File: config.mk
export PLATFORM = sky130hd
export DESIGN_NAME = icache_ifill_responder
export DESIGN_NICKNAME = d
export VERILOG_FILES = /design/src/rtl/drac_icache_pkg.sv /design/src/rtl/icache_ifill_responder.sv
export SDC_FILE = /design/constraint.sdc
export NUM_CORES = 1
export LEC_CHECK = 0
export ABC_AREA = 1
export BUFFER_PORTS_ARGS = -buffer_cell sky130_fd_sc_hd__buf_2
export CAP_MARGIN = 0
export CORE_AREA = 2 2 128 130
export DETAILED_ROUTE_END_ITERATION = 10
export DIE_AREA = 0 0 130 132
export MAX_ROUTING_LAYER = met4
export PLACE_DENSITY = 0.71
export RECOVER_POWER = 50
export SETUP_SLACK_MARGIN = 0.5
export SLEW_MARGIN = 0
export SYNTH_ARGS = -nofsm -noshare
export SYNTH_HDL_FRONTEND = slang
export SYNTH_SLANG_ARGS = --single-unit
File: constraint.sdc
create_clock -name clk_i -period 13.5 [get_ports clk_i]
set_input_delay 2.7 -clock clk_i [delete_from_list [all_inputs] [get_ports clk_i]]
set_output_delay 2.7 -clock clk_i [all_outputs]
set_load 0.01 [all_outputs]
File: src/rtl/drac_icache_pkg.sv
// Shared types for the icache line-fill path: request/response layouts, beat counts, fill FSM states.
package drac_icache_pkg;

  localparam int ICACHE_LINE_BEATS = 4;
  localparam int IFILL_PADDR_W     = 26;
  localparam int IFILL_DATA_W      = 128;
  localparam int IFILL_REQ_W       = IFILL_PADDR_W + 3;
  localparam int IFILL_RESP_W      = IFILL_DATA_W + 4;

  typedef struct packed {
    logic                     valid;
    logic [1:0]               way;
    logic [IFILL_PADDR_W-1:0] paddr;
  } ifill_req_t;

  typedef struct packed {
    logic                    valid;
    logic                    ack;
    logic [IFILL_DATA_W-1:0] data;
    logic [1:0]              beat;
  } ifill_resp_t;

  typedef enum logic [1:0] {
    IFILL_IDLE,
    IFILL_ISSUE,
    IFILL_DRAIN
  } ifill_state_e;

  // Wide enough to hold BEATS itself, so "all beats done" is a plain compare.
  typedef logic [2:0] beat_cnt_t;

  function automatic logic [IFILL_PADDR_W+5:0] beat_addr(input logic [IFILL_PADDR_W-1:0] paddr,
                                                          input logic [1:0]               beat);
    return {paddr, beat, 4'b0000};
  endfunction

endpackage

File: src/rtl/icache_ifill_responder.sv
// Memory-side icache line filler: one 64 B line in flight, fetched as 4 x 128-bit beats.
// Latency: first mem request 1 cycle after accept, each beat 1 cycle after mem rsp; mem ready stalls issue, rsp never stalled.
module icache_ifill_responder
  import drac_icache_pkg::*;
#(
  parameter int PADDR_W    = IFILL_PADDR_W,
  parameter int MEM_ADDR_W = PADDR_W + 6,
  parameter int BEATS      = ICACHE_LINE_BEATS,
  parameter int MAX_OUTST  = 4
) (
  input  logic                    clk_i,
  input  logic                    rst_i,
  input  logic [PADDR_W+2:0]      ifill_req_i,
  output logic [IFILL_RESP_W-1:0] ifill_resp_o,
  output logic                    mem_req_valid_o,
  input  logic                    mem_req_ready_i,
  output logic [MEM_ADDR_W-1:0]   mem_req_addr_o,
  input  logic                    mem_rsp_valid_i,
  input  logic [IFILL_DATA_W-1:0] mem_rsp_data_i,
  output logic                    busy_o,
  output logic                    overrun_o
);

  localparam beat_cnt_t LINE_CNT  = beat_cnt_t'(BEATS);
  localparam beat_cnt_t LAST_BEAT = beat_cnt_t'(BEATS - 1);
  localparam beat_cnt_t OUTST_CNT = beat_cnt_t'(MAX_OUTST);

  ifill_req_t   req;
  ifill_state_e state_q, state_d;
  logic [PADDR_W-1:0] paddr_q, paddr_d;
  beat_cnt_t    issue_cnt_q, issue_cnt_d;
  beat_cnt_t    rcv_cnt_q, rcv_cnt_d;
  beat_cnt_t    outstanding;
  ifill_resp_t  resp_q, resp_d;
  logic         overrun_q;
  logic         line_active;
  logic         rsp_take;
  logic         unused_way;

  assign req         = ifill_req_i;
  // The icache tracks its own victim way, so the way field is deliberately dropped.
  assign unused_way  = ^req.way;
  assign line_active = (state_q != IFILL_IDLE);
  assign outstanding = issue_cnt_q - rcv_cnt_q;
  // Responses outside a live line (e.g. leftovers after reset) are discarded.
  assign rsp_take    = mem_rsp_valid_i && line_active && (rcv_cnt_q != LINE_CNT);

  always_comb begin
    state_d         = state_q;
    paddr_d         = paddr_q;
    issue_cnt_d     = issue_cnt_q;
    rcv_cnt_d       = rcv_cnt_q;
    mem_req_valid_o = 1'b0;

    if (rsp_take) begin
      rcv_cnt_d = rcv_cnt_q + 3'd1;
    end

    case (state_q)
      IFILL_IDLE: begin
        if (req.valid) begin
          paddr_d     = req.paddr;
          issue_cnt_d = '0;
          rcv_cnt_d   = '0;
          state_d     = IFILL_ISSUE;
        end
      end
      IFILL_ISSUE: begin
        mem_req_valid_o = (outstanding < OUTST_CNT);
        if (mem_req_valid_o && mem_req_ready_i) begin
          issue_cnt_d = issue_cnt_q + 3'd1;
          if (issue_cnt_d == LINE_CNT) begin
            state_d = IFILL_DRAIN;
          end
        end
      end
      IFILL_DRAIN: begin
        // rcv_cnt hits LINE_CNT in the cycle the last beat is on ifill_resp_o; leave after it.
        if (rcv_cnt_q == LINE_CNT) begin
          state_d = IFILL_IDLE;
        end
      end
      default: state_d = IFILL_IDLE;
    endcase
  end

  always_comb begin
    resp_d = '0;
    if (rsp_take) begin
      resp_d.valid = 1'b1;
      resp_d.ack   = (rcv_cnt_q == LAST_BEAT);
      resp_d.data  = mem_rsp_data_i;
      resp_d.beat  = rcv_cnt_q[1:0];
    end
  end

  always_ff @(posedge clk_i or posedge rst_i) begin
    if (rst_i) begin
      state_q     <= IFILL_IDLE;
      paddr_q     <= '0;
      issue_cnt_q <= '0;
      rcv_cnt_q   <= '0;
      resp_q      <= '0;
      overrun_q   <= 1'b0;
    end else begin
      state_q     <= state_d;
      paddr_q     <= paddr_d;
      issue_cnt_q <= issue_cnt_d;
      rcv_cnt_q   <= rcv_cnt_d;
      resp_q      <= resp_d;
      overrun_q   <= overrun_q | (req.valid & line_active);
    end
  end

  assign mem_req_addr_o = MEM_ADDR_W'(beat_addr(paddr_q, issue_cnt_q[1:0]));
  assign ifill_resp_o   = resp_q;
  assign busy_o         = line_active;
  assign overrun_o      = overrun_q;

endmodule

==> flow_metrics.py <==
metrics = {
    "outcome": {
        "status": "complete, but fails checks",
        "violations": "max-capacitance violations, max-slew violations",
    },
    "floorplanning": {
        "num_rows": 46,
        "dieArea_um2": 17200,
        "ioPinCount": 328,
        "die_y_um": 132,
        "core_area_um2": 15700,
        "start_util_pct": 39.5,
        "dieWidth_um": 130,
    },
    "logic_synthesis": {
        "yosys.cell_count.top_type": "dfrtp_1",
        "ys_types": 20,
        "syn_area_per_cell_um2": 10.4,
        "synth_edf_count": 0,
        "yosysTopAreaCell": "dfrtp_1",
        "syn_area_um2": 6200,
        "syn_inst": 595,
        "ys_ff_latch": 167,
        "synth_seq_area_share_pct": 67.4,
        "synth_top_area_share_pct": 67.4,
        "yosys-top-cells-area": "dfrtp_1, inv_1, nor2_2",
        "ys.flop_type": "dfrtp_1",
        "ys_warn_count": 0,
        "async_flop_share_pct": 100,
        "ys_top_cells_by_count": "dfrtp_1, inv_1, nand2_1",
    },
    "clock_tree": {
        "clock_latency_ns": 0.42,
        "clk_path_buf_depth": 2,
        "post-cts-setup-buffer-count": 0,
        "cts_tree": "built",
        "htreeDepth": 4,
        "cts.clk_slew.worst_paths_ns": 0.06,
        "cts_made_buffers": 17,
        "cts.sinks": 167,
        "cts_resized": 0,
        "postCtsHoldBufs": 0,
        "clock_tree.root_cell": "clkbuf_16",
    },
    "finish": {
        "drive_above_1_share_pct": 35.7,
        "multi_input_area_um2": 1280,
        "nFillCells": 1520,
        "area_growth_pct": 34.5,
        "regArea_um2": 4180,
        "nNetsFinal": 1083,
    },
    "critical_path": {
        "cp-end-kind": "register",
        "crit_required_ns": 13.77,
        "arrival_ns": 6.54,
        "critPathKind": "input port to register",
        "timing.reg2reg.setup_slack_ns": 8.97,
        "critPathMaxFanout": 87,
        "worstSetupStartpointType": "input port",
    },
    "detailed_routing": {
        "drt-wirelength-per-cell_um": 12.7,
        "drtPass1Iterations": 4,
        "drc": 0,
        "dr.first_iter.drc_count": 226,
        "drt_wl_total_mm": 14.5,
        "ant_nets": 0,
        "vias": 4657,
        "avgViaCountPerCell": 4.07,
    },
    "pwr": {
        "vdd_drop_max_v": 0.0000823,
        "p_per_area_nw_per_um2": 193,
        "power_w": 0.00161,
        "p_leak_nw": 4.85,
    },
    "timing": {
        "rsz0062_at_grt": "false",
        "finalHoldViolCount": 0,
        "timing.fmax_mhz": 159,
        "layout_min_cycle_time_ns": 6.27,
        "clock_skew_ns": 0.00836,
        "drv_slew": 142,
        "fin_crit_sh_pct": 46.5,
        "tns_ns": 0,
        "setup_violations": 0,
        "worstMarginPinSlew_ns": 3.98,
        "relSlewSlack_pct": -167,
    },
    "global_route": {
        "grt_pass1_vias": 4605,
        "grt_usage_pct": 17.4,
        "antenna_found_initial": 1,
        "grt-ovfl-total": 0,
        "grt_pass1_wl_mm": 22.3,
        "grt_max_degree": 94,
    },
    "placed_design": {
        "routabilityCongestion": 0.766,
        "numPortBuffers": 321,
        "dp_hpwl_mm": 10.5,
    },
    "worst_hold_path": {
        "hold_path.class": "register to register",
    },
    "job": {
        "cap_violations": 2,
    },
}
[critical path: stages]
cell	delay (ns)
buf_2	0.10
nand3_1	1.97
buf_4	1.05
inv_1	0.24
ha_1	0.34
inv_1	0.05
nor2_1	0.04
[through the flow]
step	setup WS (ns)	instance area [µm²]	std cells	utilization, %	hold slack [ns]
6_report	7.23	8350	1145	53.1	0.466
5_1_grt	6.81	8350	1145	53.1	0.494
4_1_cts	8.64	8500	1144	54.1	0.469
3_5_place_dp	8.20	7920	1112	50.4	0.453
3_3_place_gp	8.23	7920	1112	50.4	0.450
2_1_floorplan	6.28	6220	598	-	0.506
[power by group]
| part | internal, W | switching (W) |
|---|---|---|
| Sequential | 0.000638 | 0.0000533 |
| Clock | 0.000274 | 0.000201 |
| Combinational | 0.000160 | 0.000284 |
| Total | 0.00107 | 0.000539 |
[cell families after synthesis]
kind of cell | share of synthesized area [%]
buffers and inverters | 12.1
DFF | 67.4
AOI/OAI and AO/OA | 0.887
other | 0.0604
and+or+nand+nor | 18.0
xor gates and xnor gates | 0.141
adders and majority gates | 1.41
[sequential cells by signal, summed over array words and instances (netlist names)]
signal        cells
state_q           2
rcv_cnt_q         3
ifill_resp_o    132
overrun_o         1
paddr_q          26
issue_cnt_q       3
[placed cells by master, fill, tap and decap left out, drive strengths merged]
| cell type | instances |
|---|---|
| buf | 215 |
| dfrtp | 167 |
| inv | 149 |
| nor2 | 136 |
| clkbuf | 126 |
| nand2 | 93 |
| nand3 | 9 |
| ha | 7 |
| clkinvlp | 5 |
| o21ai | 5 |
| conb | 4 |
| clkinv | 4 |
| a21oi | 3 |
| bufinv | 2 |
| diode | 1 |
| o21bai | 1 |
| xor2 | 1 |
| o211ai | 1 |
[final timing paths]
path                       cells past startpoint                end            start
min                                            2        paddr_q[22]      paddr_q[22]
max in group asynchronous                      3  ifill_resp_o[111]            rst_i
max reg2reg                                    9       rcv_cnt_q[0]     rcv_cnt_q[1]
min in group asynchronous                      2  ifill_resp_o[112]            rst_i
min reg2reg                                    2        paddr_q[22]      paddr_q[22]
max                                            7       rcv_cnt_q[0]  mem_rsp_valid_i
[cell type report]
class	instances	area share, %
Antenna cell	1	0.0300
Multi-Input combinational cell	260	15.4
Sequential cell	167	50.1
Inverter	146	6.58
Clock buffer	18	5.14
Tap cell	216	3.24
Clock inverter	14	1.78
Timing Repair Buffer	323	17.8
[routing by layer]
metal	track usage [%]	vias to the layer above	share of wire [%]
met4	7.53	0	2.3
li1	-	2299	-
met2	28.5	222	49
met5	-	-	0
met1	19.5	2109	40
met3	5.40	27	8.9
Power figures use the tool's default switching activity.
